`src/rtl/note_detector_pkg.sv`:
```
// Shared constants and types for the note detector.
//   PER_W        width of the threshold constants (period counter width)
//   THR_HI       periods at or above this are below C2 (out of band, too low)
//   THR_LO       periods below this are an octave too high and get doubled
//   thr_at(k)    descending keycode boundaries, midpoints of adjacent base
//                dividers, rounded up; keycode = number of boundaries the
//                normalised period lies below
//   state_t      detector FSM states
package note_detector_pkg;

    localparam int PER_W = 18;

    localparam logic [PER_W-1:0] THR_HI = 18'd188926;
    localparam logic [PER_W-1:0] THR_LO = 18'd94463;
    localparam logic [3:0]       THR_LAST = 4'd10;

    typedef enum logic [2:0] {
        IDLE,
        ARM,
        MEAS,
        NORM,
        SEARCH,
        DONE
    } state_t;

    function automatic logic [PER_W-1:0] thr_at(input logic [3:0] k);
        case (k)
            4'd0:    return 18'd178309;
            4'd1:    return 18'd168302;
            4'd2:    return 18'd158862;
            4'd3:    return 18'd149947;
            4'd4:    return 18'd141527;
            4'd5:    return 18'd133586;
            4'd6:    return 18'd126090;
            4'd7:    return 18'd119012;
            4'd8:    return 18'd112333;
            4'd9:    return 18'd106030;
            default: return 18'd100080;
        endcase
    endfunction

endpackage

```
`src/rtl/note_detector_if.sv`:
```
// Signal bundle between the note detector and its user.
//   en, sig_in                 control and raw square wave into the detector
//   keycode, octave            last detected note
//   valid                      result strobe
//   out_of_range, no_signal    status flags
//   busy, state                FSM activity and raw state for observation
// Handshake: valid is a one-cycle strobe with no ready/back-pressure. On the
// cycle valid is high, keycode/octave/out_of_range carry the fresh result;
// they then hold until the next strobe or reset, so a consumer may sample
// them either on the strobe or at any later time.
interface note_detector_if;
    import note_detector_pkg::*;

    logic       en;
    logic       sig_in;
    logic [3:0] keycode;
    logic [2:0] octave;
    logic       valid;
    logic       out_of_range;
    logic       no_signal;
    logic       busy;
    state_t     state;

    modport master (
        output en, sig_in,
        input  keycode, octave, valid, out_of_range, no_signal, busy, state
    );

    modport slave (
        input  en, sig_in,
        output keycode, octave, valid, out_of_range, no_signal, busy, state
    );

endinterface

```
`src/rtl/note_detector_edge_sync.sv`:
```
// Synchroniser for an asynchronous input followed by a rising-edge detector.
//   clk, nrst    system clock, asynchronous active-low reset
//   sig_in       asynchronous input
//   edge_pulse   one-cycle pulse per rising edge of the synchronised input
// STAGES must be at least 2.
module edge_sync #(
    parameter int STAGES = 2
) (
    input  logic clk,
    input  logic nrst,
    input  logic sig_in,
    output logic edge_pulse
);

    logic [STAGES-1:0] sync;
    logic              prev;

    always_ff @(posedge clk or negedge nrst) begin
        if (!nrst) begin
            sync <= '0;
            prev <= 1'b0;
        end else begin
            sync <= {sync[STAGES-2:0], sig_in};
            prev <= sync[STAGES-1];
        end
    end

    assign edge_pulse = sync[STAGES-1] & ~prev;

endmodule

```
`src/rtl/note_detector.sv`:
```
// Measures the period of a square wave in clk cycles and reports the nearest
// note as keycode 0..11 plus octave 0..7.
//   clk, nrst   12 MHz clock, asynchronous active-low reset
//   bus         note_detector_if slave: en/sig_in in; keycode, octave, valid,
//               out_of_range, no_signal, busy, state out
// A period is normalised into the C2..B2 band by doubling (one octave per
// cycle), then located by a linear search over descending thresholds.
module note_detector
    import note_detector_pkg::*;
#(
    parameter int SYNC_STAGES = 2,
    parameter int CNT_W       = 18
) (
    input  logic            clk,
    input  logic            nrst,
    note_detector_if.slave  bus
);

    localparam logic [CNT_W-1:0] CNT_MAX = '1;

    state_t           state, next_state;
    logic             edge_pulse;
    logic [CNT_W-1:0] cnt;
    logic [CNT_W-1:0] per;
    logic [2:0]       oct_w;
    logic [3:0]       key_w;
    logic [3:0]       k;
    logic             oor_w;
    logic [3:0]       keycode_r;
    logic [2:0]       octave_r;
    logic             valid_r;
    logic             oor_r;
    logic             no_signal_r;

    logic cnt_sat, per_hi, per_lo, per_below_k;

    edge_sync #(.STAGES(SYNC_STAGES)) u_edge_sync (
        .clk        (clk),
        .nrst       (nrst),
        .sig_in     (bus.sig_in),
        .edge_pulse (edge_pulse)
    );

    assign cnt_sat     = (cnt == CNT_MAX);
    assign per_hi      = (per >= CNT_W'(THR_HI));
    assign per_lo      = (per <  CNT_W'(THR_LO));
    assign per_below_k = (per <  CNT_W'(thr_at(k)));

    always_ff @(posedge clk or negedge nrst) begin
        if (!nrst) state <= IDLE;
        else       state <= next_state;
    end

    always_comb begin
        next_state = state;
        case (state)
            IDLE:   if (bus.en) next_state = ARM;
            ARM:    if (edge_pulse) next_state = MEAS;
            MEAS: begin
                // Saturation wins over a coincident edge: that period is unmeasurable.
                if (cnt_sat)         next_state = ARM;
                else if (edge_pulse) next_state = NORM;
            end
            NORM: begin
                if (per_hi || (per_lo && oct_w == 3'd7)) next_state = DONE;
                else if (!per_lo)                        next_state = SEARCH;
            end
            SEARCH: if (!per_below_k || k == THR_LAST) next_state = DONE;
            DONE:   next_state = MEAS;
            default: next_state = IDLE;
        endcase
        if (!bus.en) next_state = IDLE;
    end

    always_ff @(posedge clk or negedge nrst) begin
        if (!nrst) begin
            cnt         <= '0;
            per         <= '0;
            oct_w       <= '0;
            key_w       <= '0;
            k           <= '0;
            oor_w       <= 1'b0;
            keycode_r   <= '0;
            octave_r    <= '0;
            valid_r     <= 1'b0;
            oor_r       <= 1'b0;
            no_signal_r <= 1'b1;
        end else begin
            valid_r <= 1'b0;
            if (!bus.en) begin
                cnt <= '0;
            end else begin
                // The counter runs in every enabled state so edges arriving
                // while a result is being computed still start the next period.
                if (edge_pulse)    cnt <= '0;
                else if (!cnt_sat) cnt <= cnt + CNT_W'(1);

                case (state)
                    MEAS: begin
                        if (cnt_sat) begin
                            no_signal_r <= 1'b1;
                        end else if (edge_pulse) begin
                            per   <= cnt + CNT_W'(1);
                            oct_w <= '0;
                            oor_w <= 1'b0;
                        end
                    end
                    NORM: begin
                        if (per_hi) begin
                            oor_w <= 1'b1;
                        end else if (per_lo) begin
                            if (oct_w == 3'd7) begin
                                oor_w <= 1'b1;
                            end else begin
                                // per < THR_LO here, so doubling stays in range.
                                per   <= {per[CNT_W-2:0], 1'b0};
                                oct_w <= oct_w + 3'd1;
                            end
                        end else begin
                            k     <= '0;
                            key_w <= '0;
                        end
                    end
                    SEARCH: begin
                        if (per_below_k) key_w <= key_w + 4'd1;
                        k <= k + 4'd1;
                    end
                    DONE: begin
                        valid_r     <= 1'b1;
                        no_signal_r <= 1'b0;
                        oor_r       <= oor_w;
                        if (!oor_w) begin
                            keycode_r <= key_w;
                            octave_r  <= oct_w;
                        end
                    end
                    default: ;
                endcase
            end
        end
    end

    assign bus.keycode      = keycode_r;
    assign bus.octave       = octave_r;
    assign bus.valid        = valid_r;
    assign bus.out_of_range = oor_r;
    assign bus.no_signal    = no_signal_r;
    assign bus.busy         = (state == NORM) || (state == SEARCH);
    assign bus.state        = state;

endmodule
```
`src/flat_wrapper.sv`:
```
// flat-port wrapper written by rule: the top's interface ports become plain ports
module note_detector_flat import note_detector_pkg::*;
#(
    parameter int SYNC_STAGES = 2,
    parameter int CNT_W       = 18
)
  (clk, nrst, bus_en, bus_sig_in, bus_keycode, bus_octave, bus_valid, bus_out_of_range, bus_no_signal, bus_busy, bus_state);
  note_detector_if bus_i ();
  input  logic clk;
  input  logic nrst;
  input wire logic [$bits(bus_i.en)-1:0] bus_en;
  input wire logic [$bits(bus_i.sig_in)-1:0] bus_sig_in;
  output wire logic [$bits(bus_i.keycode)-1:0] bus_keycode;
  output wire logic [$bits(bus_i.octave)-1:0] bus_octave;
  output wire logic [$bits(bus_i.valid)-1:0] bus_valid;
  output wire logic [$bits(bus_i.out_of_range)-1:0] bus_out_of_range;
  output wire logic [$bits(bus_i.no_signal)-1:0] bus_no_signal;
  output wire logic [$bits(bus_i.busy)-1:0] bus_busy;
  output wire logic [$bits(bus_i.state)-1:0] bus_state;
  assign bus_i.en = bus_en;
  assign bus_i.sig_in = bus_sig_in;
  assign bus_keycode = bus_i.keycode;
  assign bus_octave = bus_i.octave;
  assign bus_valid = bus_i.valid;
  assign bus_out_of_range = bus_i.out_of_range;
  assign bus_no_signal = bus_i.no_signal;
  assign bus_busy = bus_i.busy;
  assign bus_state = bus_i.state;
  note_detector #(.SYNC_STAGES(SYNC_STAGES), .CNT_W(CNT_W)) u_core (.clk(clk), .nrst(nrst), .bus(bus_i));
endmodule
```
`config.mk`:
```
export PLATFORM = sky130hd
export DESIGN_NAME = note_detector_flat
export DESIGN_NICKNAME = d
export VERILOG_FILES = /design/src/rtl/note_detector_pkg.sv /design/src/rtl/note_detector_if.sv /design/src/rtl/note_detector_edge_sync.sv /design/src/rtl/note_detector.sv /design/src/flat_wrapper.sv
export SDC_FILE = /design/constraint.sdc
export NUM_CORES = 1
export LEC_CHECK = 0
export ABC_AREA = 1
export CAP_MARGIN = 25
export CELL_PAD_IN_SITES_DETAIL_PLACEMENT = 1
export CELL_PAD_IN_SITES_GLOBAL_PLACEMENT = 2
export CORE_ASPECT_RATIO = 0.5
export CORE_UTILIZATION = 39
export CTS_BUF_LIST = sky130_fd_sc_hd__clkbuf_16
export DETAILED_ROUTE_END_ITERATION = 10
export PLACE_DENSITY = 0.89
export SLEW_MARGIN = 25
export SYNTH_ARGS = -nofsm -noshare
export SYNTH_HDL_FRONTEND = slang
export SYNTH_SLANG_ARGS = --single-unit
```
`constraint.sdc`:
```
create_clock -name clk -period 5.29 [get_ports clk]
set_input_delay 0.7935 -clock clk [delete_from_list [all_inputs] [get_ports clk]]
set_output_delay 0.7935 -clock clk [all_outputs]
set_load 0.02 [all_outputs]
```
==> results of run 1 <==
kinds of logic after synthesis:
group	count (synthesis)
mux	11
flops	64
xor+xnor	14
fa+ha+maj	30
simple gates	286
compound gates	74
buf+inv	74
registers in the layout (all words and copies together), names as in the netlist, 2 cells and up:
| name | flops |
|---|---|
| u_core.bus.keycode | 4 |
| u_core.bus.octave | 3 |
| u_core.bus.state | 3 |
| u_core.cnt | 18 |
| u_core.k | 4 |
| u_core.key_w | 4 |
| u_core.oct_w | 3 |
| u_core.per | 18 |
| u_core.u_edge_sync.sync | 2 |
cells in the final DEF, fill, tap and decap left out, types with 16 or more instances in the layout:
| master | netlist | layout |
|---|---|---|
| nand2_1 | 156 | 156 |
| nor2_1 | 51 | 51 |
| clkdlybuf4s50_1 | 0 | 16 |
| ha_1 | 30 | 30 |
| dfrtp_1 | 63 | 63 |
| inv_1 | 56 | 59 |
| nand3_1 | 33 | 33 |
| o21ai_0 | 32 | 32 |
synth_stat cells, types with 2 or more instances:
cell / number / area, um2
ha_1: 30 / 375
o211ai_1: 3 / 22.5
nor2_4: 5 / 56.3
o21ai_1: 4 / 20.0
nand4_1: 11 / 68.8
mux2_2: 7 / 78.8
dfrtp_1: 63 / 1580
nand3_2: 3 / 30.0
nor2_1: 51 / 191
nand3_1: 33 / 165
inv_2: 5 / 18.8
o21a_1: 3 / 22.5
inv_1: 56 / 210
xor2_1: 12 / 105
nand2_1: 156 / 586
or2_2: 3 / 18.8
xnor2_1: 2 / 17.5
nor3_1: 7 / 35.0
clkbuf_1: 7 / 26.3
a211oi_1: 2 / 15.0
mux2i_1: 4 / 40.0
o21ai_2: 11 / 96.3
a21oi_1: 12 / 60.1
buf_6: 2 / 22.5
o21ai_0: 32 / 160
a21o_1: 2 / 15.0
nand2_2: 12 / 75.1
path summary, 6_finish.rpt:
check | slack, ns | start | depth (start not counted) | to
max | 1.83 | u_core.bus.state[1] | 7 | bus_busy
max reg2reg | 2.26 | u_core.k[2] | 17 | u_core.key_w[0]
min reg2reg | 0.35 | u_core.u_edge_sync.sync[0] | 0 | u_core.u_edge_sync.sync[1]
max in group asynchronous | 4.09 | nrst | 2 | u_core.bus.keycode[0]
min | 0.35 | u_core.u_edge_sync.sync[0] | 0 | u_core.u_edge_sync.sync[1]
min in group asynchronous | 0.64 | nrst | 2 | u_core.cnt[7]
cell type report:
cell class | count | area share (%)
tap | 140 | 3.63
clock buffer | 9 | 4.67
sequential | 64 | 33.2
timing repair buffer | 18 | 3.58
inverter | 61 | 4.74
multi-input combinational | 415 | 48.5
clock inverter | 6 | 1.63
metal layers:
| metal | up-vias | global-route usage, % |
|---|---|---|
| met4 | 0 | 5.25 |
| met1 | 1791 | 31.9 |
| met2 | 39 | 33.9 |
| met3 | 13 | 5.30 |
| met5 | - | 0 |
| li1 | 1825 | - |
power by group through the flow:
stage | Sequential, mW | Combinational [mW] | Clock [mW]
detailed placement | 0.678 | 0.708 | 0
CTS | 0.671 | 0.716 | 0.631
floorplan | 0.650 | 0.519 | 0
global route | 0.690 | 0.823 | 0.650
finish | 0.672 | 0.706 | 0.621
global placement | 0.677 | 0.683 | 0
==> impl_metrics.xml, run 1 <==
<?xml version="1.0" encoding="UTF-8"?>
<metrics>
  <group name="global_routing">
    <metric name="global_route_wire_length_before_repair" unit="mm">19.8</metric>
    <metric name="grt_antenna_before_repair" unit="">0</metric>
    <metric name="grt_max_degree" unit="">65</metric>
    <metric name="gr-usage-all-layers" unit="%">22.4</metric>
    <metric name="vias_in_the_first_global_route" unit="">3882</metric>
    <metric name="grt_overflow_total" unit="">0</metric>
  </group>
  <group name="worst_setup_path">
    <metric name="worst_path_most_repeated_cell" unit="">inv_2</metric>
    <metric name="timing.critical_path.buf_inv" unit="">4</metric>
    <metric name="slowest_stage" unit="">clkdlybuf4s50_1</metric>
    <metric name="worstPathArrival" unit="ns">2.67</metric>
    <metric name="timing.setup.critical_path_class" unit="">flop to output pin</metric>
    <metric name="critical_path.top_delay_family" unit="">buffers and inverters</metric>
    <metric name="worst-path-max-fanout" unit="">26</metric>
    <metric name="critical-path-max-stage-delay" unit="ns">0.64</metric>
    <metric name="crit_path_end_kind" unit="">output pin</metric>
    <metric name="setup.worst_path.start_class" unit="">flop</metric>
    <metric name="crit_path_cell_trace" unit="">inv_1, nor2_1, inv_2, nor2_4, inv_2, nand2_1, clkdlybuf4s50_1</metric>
    <metric name="cp_data_required_time" unit="ns">4.50</metric>
  </group>
  <group name="routing">
    <metric name="drt_iter0_drc" unit="">157</metric>
    <metric name="drcViolationCount" unit="">0</metric>
    <metric name="uppermost_metal_layer_occupied_by_signal_nets" unit="">met4</metric>
    <metric name="met3_length" unit="um">389</metric>
    <metric name="wl_per_cell" unit="um">16.1</metric>
    <metric name="m1WireLength" unit="mm">5.91</metric>
    <metric name="routed-wl-met2" unit="mm">5.06</metric>
    <metric name="antenna_left" unit="">0</metric>
    <metric name="viasPerCell" unit="">5.14</metric>
    <metric name="dr_total_vias" unit="">3668</metric>
    <metric name="drt_total_wl" unit="mm">11.5</metric>
    <metric name="first_pass_iters" unit="">4</metric>
  </group>
  <group name="placement">
    <metric name="half_perimeter_wire_length_after_detailed_placement" unit="mm">8.66</metric>
    <metric name="portBuffers" unit="">17</metric>
    <metric name="post-place-ws" unit="ns">1.97</metric>
    <metric name="postPlaceCellArea" unit="um2">4520</metric>
    <metric name="gp_routability_congestion" unit="">0.825</metric>
    <metric name="numPlacedInstances" unit="">698</metric>
  </group>
  <group name="power_and_ir_drop">
    <metric name="p_leak" unit="nW">2.36</metric>
    <metric name="clkPwrFrac" unit="%">31.1</metric>
    <metric name="seqPwrFrac" unit="%">33.6</metric>
    <metric name="power.density_cell_area" unit="nW/um2">414</metric>
    <metric name="internal_power" unit="mW">1.22</metric>
    <metric name="p_sw" unit="uW">782</metric>
    <metric name="ir_worst_vdd" unit="mV">0.148</metric>
    <metric name="power.share.switching" unit="%">39.1</metric>
    <metric name="combinationalPowerShare" unit="%">35.3</metric>
    <metric name="power.total" unit="mW">2.00</metric>
  </group>
  <group name="floorplan">
    <metric name="start_util" unit="%">40.9</metric>
    <metric name="die_w" unit="um">150</metric>
    <metric name="fp-row-count" unit="">26</metric>
    <metric name="floorplan.io_pins" unit="">18</metric>
    <metric name="die_area" unit="um2">11400</metric>
    <metric name="core_area" unit="um2">10400</metric>
    <metric name="die-height" unit="um">75.9</metric>
  </group>
  <group name="logic_synthesis">
    <metric name="synth_top_flop_cell" unit="">dfrtp_1</metric>
    <metric name="synthesis.yosys.warnings" unit="">0</metric>
    <metric name="yosys.cell_types.count" unit="">42</metric>
    <metric name="netlist_instances" unit="">553</metric>
    <metric name="synth-compound-area-share" unit="%">10.6</metric>
    <metric name="yosys_register_bits" unit="">64</metric>
    <metric name="syn_nets" unit="">587</metric>
    <metric name="post_synth_mux_area_share" unit="%">2.79</metric>
    <metric name="fraction_of_the_mapped_netlist_area_in_adder_cells" unit="%">8.81</metric>
    <metric name="synth_top_family_by_area" unit="">simple AND/OR/NAND/NOR gates</metric>
    <metric name="synth_area_in_simple_gates" unit="%">29.9</metric>
    <metric name="async_flop_share" unit="%">100</metric>
    <metric name="syn_area_per_cell" unit="um2">7.70</metric>
    <metric name="synth-seq-area-share" unit="%">37.6</metric>
    <metric name="synth_edf_count" unit="">0</metric>
    <metric name="synth-xor-area-share" unit="%">2.88</metric>
    <metric name="synthesis.area" unit="um2">4260</metric>
  </group>
  <group name="cts">
    <metric name="tritoncts.num_buffers" unit="">9</metric>
    <metric name="cts_max_level" unit="">3</metric>
    <metric name="clk-insertion-delay-late" unit="ns">0.33</metric>
    <metric name="post_cts_hold_buffer_count" unit="">0</metric>
    <metric name="cts_sinks" unit="">64</metric>
    <metric name="post_cts.resized_instances" unit="">0</metric>
    <metric name="postCtsSetupRepairBufs" unit="">0</metric>
    <metric name="clockRootBuffer" unit="">clkbuf_16</metric>
    <metric name="cts_buffer_depth" unit="">2</metric>
    <metric name="path_clk_slew" unit="ns">0.05</metric>
    <metric name="cts_tree" unit="">built</metric>
  </group>
  <group name="timing">
    <metric name="slew-limit-headroom" unit="%">39.1</metric>
    <metric name="setup_tns" unit="ns">0</metric>
    <metric name="max_slew.worst_pin.slew" unit="ns">0.913</metric>
    <metric name="final.hold.worst_slack" unit="ns">0.350</metric>
    <metric name="timing.final.max_slew_violations" unit="">0</metric>
    <metric name="setup_repair_after_global_routing_missed_its_margin" unit="">false</metric>
    <metric name="timing.clock.skew" unit="ns">0.00715</metric>
    <metric name="fin_ws" unit="ns">1.83</metric>
    <metric name="fraction_of_the_cycle_the_final_worst_path_needs" unit="%">65.4</metric>
    <metric name="setup_violations" unit="">0</metric>
    <metric name="finalHoldViolations" unit="">0</metric>
    <metric name="layout_min_cycle_time" unit="ns">3.46</metric>
    <metric name="achievable-frequency" unit="MHz">289</metric>
  </group>
  <group name="layout">
    <metric name="fin_cells" unit="">713</metric>
    <metric name="final-seq-area" unit="um2">1600</metric>
    <metric name="area_of_all_placed_cells_without_fillers" unit="um2">4830</metric>
    <metric name="areaGrowthSynthToFinish" unit="%">13.3</metric>
    <metric name="area_used_by_multi_input_combinational_logic" unit="um2">2340</metric>
    <metric name="layout.nets" unit="">603</metric>
    <metric name="filler_cell_count" unit="">1301</metric>
    <metric name="finalCoreUtilization" unit="%">46.4</metric>
    <metric name="antenna_cells" unit="">0</metric>
    <metric name="drive_gt1_share" unit="%">11.2</metric>
  </group>
  <group name="min_path">
    <metric name="hold_path_class" unit="">flop to flop</metric>
  </group>
  <group name="flow_run">
    <metric name="maxCapViolations" unit="">0</metric>
  </group>
  <group name="run_status">
    <metric name="run_status" unit="">complete, no violations</metric>
  </group>
</metrics>
Note: power is estimated with default switching activity, not from simulation.
==> inputs of run 2 (changes only) <==
- CORE_UTILIZATION: 39 -> 33
- PLACE_DENSITY: 0.89 -> 0.8
- clock period: 5.29 -> 3.1 ns (I/O delays scaled with it)
==> run 2 against run 1 <==
Net effect: final area rose by 0.93%; critical endpoint is now u_core.bus.state[2]; die area rose by 18%; first-iteration DRC count rose by 35%; global-route usage fell by 3.5 points; clock-buffer cell count did not move; clock power rose by 51%.
==> impl_metrics.xml, run 2 (synthesized netlist as in run 1, its figures left out) <==
<?xml version="1.0" encoding="UTF-8"?>
<metrics>
  <group name="run_status">
    <metric name="run_status" unit="">complete, no violations</metric>
  </group>
  <group name="worst_setup_path">
    <metric name="crit_path_cell_trace" unit="">inv_1, ha_1, or2_2, o311ai_0, ha_1, nand2_1, nand2_1, nand2_1, nand2_1, nand2_1, nand2_1, a21oi_1, nand4_1, nand3_1, o21ai_0</metric>
    <metric name="cp_data_required_time" unit="ns">3.30</metric>
    <metric name="worst-path-max-fanout" unit="">8</metric>
    <metric name="rr_endpoint" unit="">u_core.bus.state[2]</metric>
    <metric name="crit_path_end_kind" unit="">flop</metric>
    <metric name="worst_r2r_path_depth" unit="">15</metric>
    <metric name="worst_r2r_startpoint" unit="">u_core.k[1]</metric>
    <metric name="critical_path.top_delay_family" unit="">simple AND/OR/NAND/NOR gates</metric>
    <metric name="slowest_stage" unit="">dfrtp_1</metric>
    <metric name="timing.critical_path.buf_inv" unit="">1</metric>
    <metric name="worst_path_most_repeated_cell" unit="">nand2_1</metric>
    <metric name="critical-path-max-stage-delay" unit="ns">0.47</metric>
    <metric name="setup.worst_path.start_class" unit="">flop</metric>
    <metric name="r2r_setup_slack" unit="ns">0.31</metric>
    <metric name="worstPathArrival" unit="ns">2.99</metric>
    <metric name="timing.setup.critical_path_class" unit="">flop to flop</metric>
  </group>
  <group name="timing">
    <metric name="timing.final.max_slew_violations" unit="">0</metric>
    <metric name="finalHoldViolations" unit="">0</metric>
    <metric name="fraction_of_the_cycle_the_final_worst_path_needs" unit="%">90.0</metric>
    <metric name="timing.clock.skew" unit="ns">0.00594</metric>
    <metric name="setup_repair_after_global_routing_missed_its_margin" unit="">false</metric>
    <metric name="achievable-frequency" unit="MHz">358</metric>
    <metric name="setup_tns" unit="ns">0</metric>
    <metric name="max_slew.worst_pin.slew" unit="ns">0.826</metric>
    <metric name="setup_violations" unit="">0</metric>
    <metric name="slew-limit-headroom" unit="%">44.9</metric>
    <metric name="layout_min_cycle_time" unit="ns">2.79</metric>
  </group>
  <group name="placement">
    <metric name="half_perimeter_wire_length_after_detailed_placement" unit="mm">8.74</metric>
    <metric name="portBuffers" unit="">17</metric>
    <metric name="postPlaceCellArea" unit="um2">4600</metric>
    <metric name="gp_routability_congestion" unit="">0.848</metric>
  </group>
  <group name="layout">
    <metric name="finalCoreUtilization" unit="%">40.0</metric>
    <metric name="areaGrowthSynthToFinish" unit="%">14.3</metric>
    <metric name="layout.cells.most_common_list" unit="">156 x nand2_1, 63 x dfrtp_1, 56 x inv_1</metric>
    <metric name="most_common_cell_after_layout_fill_and_taps_aside" unit="">nand2_1</metric>
    <metric name="filler_cell_count" unit="">1516</metric>
    <metric name="final-seq-area" unit="um2">1600</metric>
    <metric name="area_used_by_multi_input_combinational_logic" unit="um2">2340</metric>
    <metric name="area_of_all_placed_cells_without_fillers" unit="um2">4870</metric>
    <metric name="drive_gt1_share" unit="%">12.6</metric>
    <metric name="biggestRegsByFlops" unit="">u_core.cnt: 18 flops, u_core.per: 18 flops</metric>
    <metric name="layout.nets" unit="">609</metric>
    <metric name="antenna_cells" unit="">0</metric>
  </group>
  <group name="global_routing">
    <metric name="grt_max_degree" unit="">40</metric>
    <metric name="global_route_wire_length_before_repair" unit="mm">19.1</metric>
    <metric name="grt_antenna_before_repair" unit="">0</metric>
    <metric name="vias_in_the_first_global_route" unit="">3688</metric>
    <metric name="grt_overflow_total" unit="">0</metric>
    <metric name="gr-usage-all-layers" unit="%">18.8</metric>
  </group>
  <group name="cts">
    <metric name="cts_tree" unit="">built</metric>
    <metric name="clk-insertion-delay-late" unit="ns">0.33</metric>
    <metric name="clockRootBuffer" unit="">clkbuf_16</metric>
    <metric name="path_clk_slew" unit="ns">0.06</metric>
    <metric name="post_cts_hold_buffer_count" unit="">0</metric>
    <metric name="postCtsSetupRepairBufs" unit="">0</metric>
    <metric name="tritoncts.num_buffers" unit="">9</metric>
    <metric name="cts_max_level" unit="">3</metric>
    <metric name="cts_buffer_depth" unit="">2</metric>
    <metric name="cts_sinks" unit="">64</metric>
  </group>
  <group name="floorplan">
    <metric name="floorplan.io_pins" unit="">18</metric>
    <metric name="core_area" unit="um2">12200</metric>
    <metric name="die-height" unit="um">82.3</metric>
    <metric name="fp-row-count" unit="">28</metric>
    <metric name="die_area" unit="um2">13400</metric>
    <metric name="die_w" unit="um">163</metric>
    <metric name="start_util" unit="%">34.9</metric>
  </group>
  <group name="min_path">
    <metric name="hold_path_class" unit="">input port to async pin</metric>
  </group>
  <group name="flow_run">
    <metric name="maxCapViolations" unit="">0</metric>
  </group>
  <group name="power_and_ir_drop">
    <metric name="ir_worst_vdd" unit="mV">0.294</metric>
    <metric name="p_leak" unit="nW">2.37</metric>
    <metric name="power.density_cell_area" unit="nW/um2">685</metric>
  </group>
  <group name="routing">
    <metric name="wl_per_cell" unit="um">15.5</metric>
    <metric name="drt_iter0_drc" unit="">212</metric>
    <metric name="viasPerCell" unit="">4.95</metric>
    <metric name="dr_total_vias" unit="">3685</metric>
    <metric name="first_pass_iters" unit="">5</metric>
    <metric name="antenna_left" unit="">0</metric>
    <metric name="drt_total_wl" unit="mm">11.6</metric>
    <metric name="drcViolationCount" unit="">0</metric>
  </group>
</metrics>
[run 2: cell types whose count changed in the layout (fill, tap and decap cells not counted), sizes merged]
cell / before / now
buf: 2 / 8
clkinv: 0 / 5
bufinv: 2 / 0
inv: 64 / 62
[run 2: area by class of cell]
type | count | share of cell area (%)
Multi-Input combinational cell | 415 | 48.1
Sequential cell | 64 | 32.9
Inverter | 61 | 4.70
Clock buffer | 9 | 4.62
Timing Repair Buffer | 24 | 4.47
Tap cell | 165 | 4.24
Clock inverter | 7 | 0.976
[run 2: worst max path at each step]
stage / slack, ns / endpoint / from / cells after the start
3_5_place_dp: 0.27 / u_core.bus.state[2] / u_core.k[1] / 16
2_1_floorplan: 0.47 / u_core.key_w[0] / u_core.k[2] / 19
4_1_cts: 0.21 / u_core.bus.state[2] / u_core.k[1] / 16
5_1_grt: 0.07 / u_core.key_w[0] / u_core.k[0] / 18
3_3_place_gp: 0.38 / u_core.bus.state[2] / u_core.k[0] / 16
6_report: 0.31 / u_core.bus.state[2] / u_core.k[1] / 15
[run 2: routing by layer]
layer | track usage, % | vias to the layer above | wire [um]
li1 | - | 1847 | -
met1 | 26.6 | 1799 | 6240
met2 | 29.7 | 31 | 4920
met3 | 3.75 | 8 | 305
met4 | 4.21 | 0 | 89
met5 | 0 | - | 0
[run 2: report_power, final]
| part | internal [mW] | total, mW | switching (mW) |
|---|---|---|---|
| Clock | 0.541 | 0.937 | 0.397 |
| Sequential | 0.951 | 1.11 | 0.157 |
| Combinational | 0.468 | 1.29 | 0.824 |
| Total | 1.96 | 3.34 | 1.38 |
[run 2: what timing repair did]
| item | in CTS | in global routing |
|---|---|---|
| endpoints found under the setup margin | 0 | 7 |
| gates resized for setup | 0 | 1 |
| endpoints found under the hold margin | 0 | 0 |
[run 2: worst register-to-register path: cells and delay by family (launching register included)]
kind	cells	cell delay [ns]
AND/OR/NAND/NOR	9	1.05
AO/OA/AOI/OAI	3	0.39
adder cells (fa/ha/maj)	2	0.58
flip-flops	1	0.47
buffers and inverters	1	0.18
[run 2: per-stage QoR]
stage / cells / worst slack [ns] / hold WS, ns / total power [mW]
2_1_floorplan: 553 / 0.472 / 0.169 / 1.99
3_3_place_gp: 729 / 0.376 / 0.337 / 2.37
3_5_place_dp: 729 / 0.272 / 0.340 / 2.41
4_1_cts: 745 / 0.212 / 0.242 / 3.39
5_1_grt: 745 / 0.0655 / 0.269 / 3.64
6_report: 745 / 0.309 / 0.229 / 3.34
==> inputs of run 3 (changes only) <==
- CORE_ASPECT_RATIO: 0.5 -> 0.75
==> run 3 against run 2 <==
Net effect: sequential power is essentially flat; fmax up 2.7%; combinational power barely moved; via count increased by 0.95%; critical path depth is 2 lower; largest power group unchanged; largest cell class unchanged; worst setup slack better by 0.073 ns; register-to-register slack improved by 0.07 ns.
==> impl_metrics.xml, run 3 (synthesized netlist as in run 1, its figures left out) <==
<?xml version="1.0" encoding="UTF-8"?>
<metrics>
  <group name="power_and_ir_drop">
    <metric name="ir_worst_vdd" unit="mV">0.307</metric>
    <metric name="combinationalPowerShare" unit="%">37.1</metric>
    <metric name="power.density_cell_area" unit="nW/um2">714</metric>
    <metric name="p_leak" unit="nW">2.40</metric>
    <metric name="p_sw" unit="mW">1.39</metric>
    <metric name="power.share.switching" unit="%">39.5</metric>
    <metric name="seqPwrFrac" unit="%">31.9</metric>
    <metric name="internal_power" unit="mW">2.13</metric>
    <metric name="clkPwrFrac" unit="%">31.0</metric>
  </group>
  <group name="min_path">
    <metric name="hold_path_class" unit="">input port to async pin</metric>
  </group>
  <group name="timing">
    <metric name="timing.clock.skew" unit="ns">0.00661</metric>
    <metric name="layout_min_cycle_time" unit="ns">2.72</metric>
    <metric name="timing.final.max_slew_violations" unit="">0</metric>
    <metric name="fraction_of_the_cycle_the_final_worst_path_needs" unit="%">87.7</metric>
    <metric name="slew-limit-headroom" unit="%">54.1</metric>
    <metric name="finalHoldViolations" unit="">0</metric>
    <metric name="achievable-frequency" unit="MHz">368</metric>
    <metric name="setup_repair_after_global_routing_missed_its_margin" unit="">false</metric>
    <metric name="setup_violations" unit="">0</metric>
    <metric name="fin_ws" unit="ns">0.382</metric>
    <metric name="max_slew.worst_pin.slew" unit="ns">0.689</metric>
    <metric name="setup_tns" unit="ns">0</metric>
  </group>
  <group name="routing">
    <metric name="antenna_left" unit="">0</metric>
    <metric name="drt_iter0_drc" unit="">142</metric>
    <metric name="viasPerCell" unit="">4.97</metric>
    <metric name="first_pass_iters" unit="">4</metric>
    <metric name="drcViolationCount" unit="">0</metric>
    <metric name="drt_total_wl" unit="mm">11.8</metric>
    <metric name="dr_total_vias" unit="">3720</metric>
    <metric name="wl_per_cell" unit="um">15.8</metric>
  </group>
  <group name="global_routing">
    <metric name="grt_max_degree" unit="">40</metric>
    <metric name="grt_overflow_total" unit="">0</metric>
    <metric name="grt_antenna_before_repair" unit="">0</metric>
    <metric name="gr-usage-all-layers" unit="%">19.0</metric>
    <metric name="vias_in_the_first_global_route" unit="">3799</metric>
    <metric name="use_met1" unit="%">27.7</metric>
    <metric name="global_route_wire_length_before_repair" unit="mm">20.0</metric>
    <metric name="met2_usage" unit="%">29.8</metric>
    <metric name="grt-busiest-layer" unit="">met2</metric>
    <metric name="global_route_track_usage_on_met3" unit="%">3.33</metric>
  </group>
  <group name="floorplan">
    <metric name="die_w" unit="um">133</metric>
    <metric name="start_util" unit="%">34.3</metric>
    <metric name="die_area" unit="um2">13400</metric>
    <metric name="floorplan.io_pins" unit="">18</metric>
    <metric name="core_area" unit="um2">12400</metric>
    <metric name="die-height" unit="um">100</metric>
    <metric name="fp-row-count" unit="">35</metric>
  </group>
  <group name="worst_setup_path">
    <metric name="slowest_stage" unit="">dfrtp_1</metric>
    <metric name="critical-path-max-stage-delay" unit="ns">0.51</metric>
    <metric name="r2r_setup_slack" unit="ns">0.38</metric>
    <metric name="cp_data_required_time" unit="ns">3.30</metric>
    <metric name="setup.worst_path.start_class" unit="">flop</metric>
    <metric name="crit_path_end_kind" unit="">flop</metric>
    <metric name="rr_endpoint" unit="">u_core.bus.state[2]</metric>
    <metric name="critical_path.top_delay_family" unit="">simple AND/OR/NAND/NOR gates</metric>
    <metric name="worst_r2r_path_depth" unit="">13</metric>
    <metric name="crit_path_cell_trace" unit="">inv_2, ha_1, o211ai_1, o21ai_0, ha_1, nand2_1, a21oi_1, nor2_1, nand2_1, a21oi_1, nand4_1, nand3_1, o21ai_0</metric>
    <metric name="timing.critical_path.buf_inv" unit="">1</metric>
    <metric name="worstPathArrival" unit="ns">2.92</metric>
    <metric name="worst_r2r_startpoint" unit="">u_core.k[0]</metric>
    <metric name="timing.setup.critical_path_class" unit="">flop to flop</metric>
    <metric name="worst-path-max-fanout" unit="">8</metric>
  </group>
  <group name="layout">
    <metric name="drive_gt1_share" unit="%">13.6</metric>
    <metric name="area_used_by_multi_input_combinational_logic" unit="um2">2340</metric>
    <metric name="final-seq-area" unit="um2">1600</metric>
    <metric name="areaGrowthSynthToFinish" unit="%">15.9</metric>
    <metric name="fin_cells" unit="">749</metric>
    <metric name="area_of_all_placed_cells_without_fillers" unit="um2">4940</metric>
    <metric name="most_common_cell_after_layout_fill_and_taps_aside" unit="">nand2_1</metric>
    <metric name="layout.nets" unit="">612</metric>
    <metric name="filler_cell_count" unit="">1515</metric>
    <metric name="layout.cells.most_common_list" unit="">156 x nand2_1, 62 x dfrtp_1, 54 x inv_1</metric>
    <metric name="antenna_cells" unit="">0</metric>
    <metric name="biggestRegsByFlops" unit="">u_core.cnt: 18 flops, u_core.per: 18 flops</metric>
  </group>
  <group name="cts">
    <metric name="cts_buffer_depth" unit="">2</metric>
    <metric name="cts_sinks" unit="">64</metric>
    <metric name="clk-insertion-delay-late" unit="ns">0.33</metric>
    <metric name="cts_max_level" unit="">3</metric>
    <metric name="cts_tree" unit="">built</metric>
    <metric name="path_clk_slew" unit="ns">0.06</metric>
    <metric name="tritoncts.num_buffers" unit="">9</metric>
    <metric name="post_cts_hold_buffer_count" unit="">0</metric>
    <metric name="clockRootBuffer" unit="">clkbuf_16</metric>
  </group>
  <group name="run_status">
    <metric name="run_status" unit="">complete, no violations</metric>
  </group>
  <group name="placement">
    <metric name="postPlaceCellArea" unit="um2">4600</metric>
    <metric name="gp_routability_congestion" unit="">0.824</metric>
    <metric name="portBuffers" unit="">17</metric>
    <metric name="half_perimeter_wire_length_after_detailed_placement" unit="mm">9.09</metric>
    <metric name="numPlacedInstances" unit="">730</metric>
    <metric name="post-place-ws" unit="ns">0.225</metric>
  </group>
  <group name="flow_run">
    <metric name="maxCapViolations" unit="">0</metric>
  </group>
</metrics>
==> run 3: changes by cell type in the layout (fill, tap and decap cells not counted), sizes merged <==
cell and delta:
buf +3, bufinv +2, clkinv -2
==> run 3: per-layer routing <==
layer,vias to the layer above,routed length [um]
met1,1795,6050
met2,64,5180
met5,-,0
li1,1854,-
met3,7,524
met4,0,70
==> run 3: repair_timing <==
action / 4_1_cts / 5_1_grt
endpoints found under the setup margin: 0 / 7
resized for setup: 0 / 5
buffers inserted: 0 / 3
==> run 3: worst max path at each step <==
stage / start / cells after the start / endpoint
global route: u_core.k[1] / 18 / u_core.key_w[0]
floorplan: u_core.k[2] / 19 / u_core.key_w[0]
finish: u_core.k[0] / 13 / u_core.bus.state[2]
CTS: u_core.k[1] / 16 / u_core.bus.state[2]
detailed placement: u_core.k[1] / 16 / u_core.bus.state[2]
global placement: u_core.k[2] / 15 / u_core.bus.state[2]
==> run 3: cell type report <==
class	count	share of cell area (%)
multi-input cells	415	47.4
flip-flops and latches	64	32.5
repair buffers	27	4.86
well taps	166	4.21
inverters	61	4.71
clock buffers	9	4.56
clock inverters	7	1.75
==> run 3: through the flow <==
| stage | utilization [%] | hold WS, ns | total power [mW] |
|---|---|---|---|
| 2_1_floorplan | - | 0.169 | 1.99 |
| 3_3_place_gp | 37.0 | 0.336 | 2.36 |
| 3_5_place_dp | 37.0 | 0.350 | 2.41 |
| 4_1_cts | 39.5 | 0.188 | 3.53 |
| 5_1_grt | 39.7 | 0.212 | 3.78 |
| 6_report | 39.7 | 0.179 | 3.53 |
==> run 3: power by group through the flow <==
stage | Combinational, mW | Clock, mW | Sequential (mW)
after CTS | 1.29 | 1.12 | 1.12
after detailed placement | 1.28 | 0 | 1.13
final | 1.31 | 1.09 | 1.12
after global placement | 1.24 | 0 | 1.12
after floorplan | 0.885 | 0 | 1.11
after global routing | 1.49 | 1.14 | 1.15
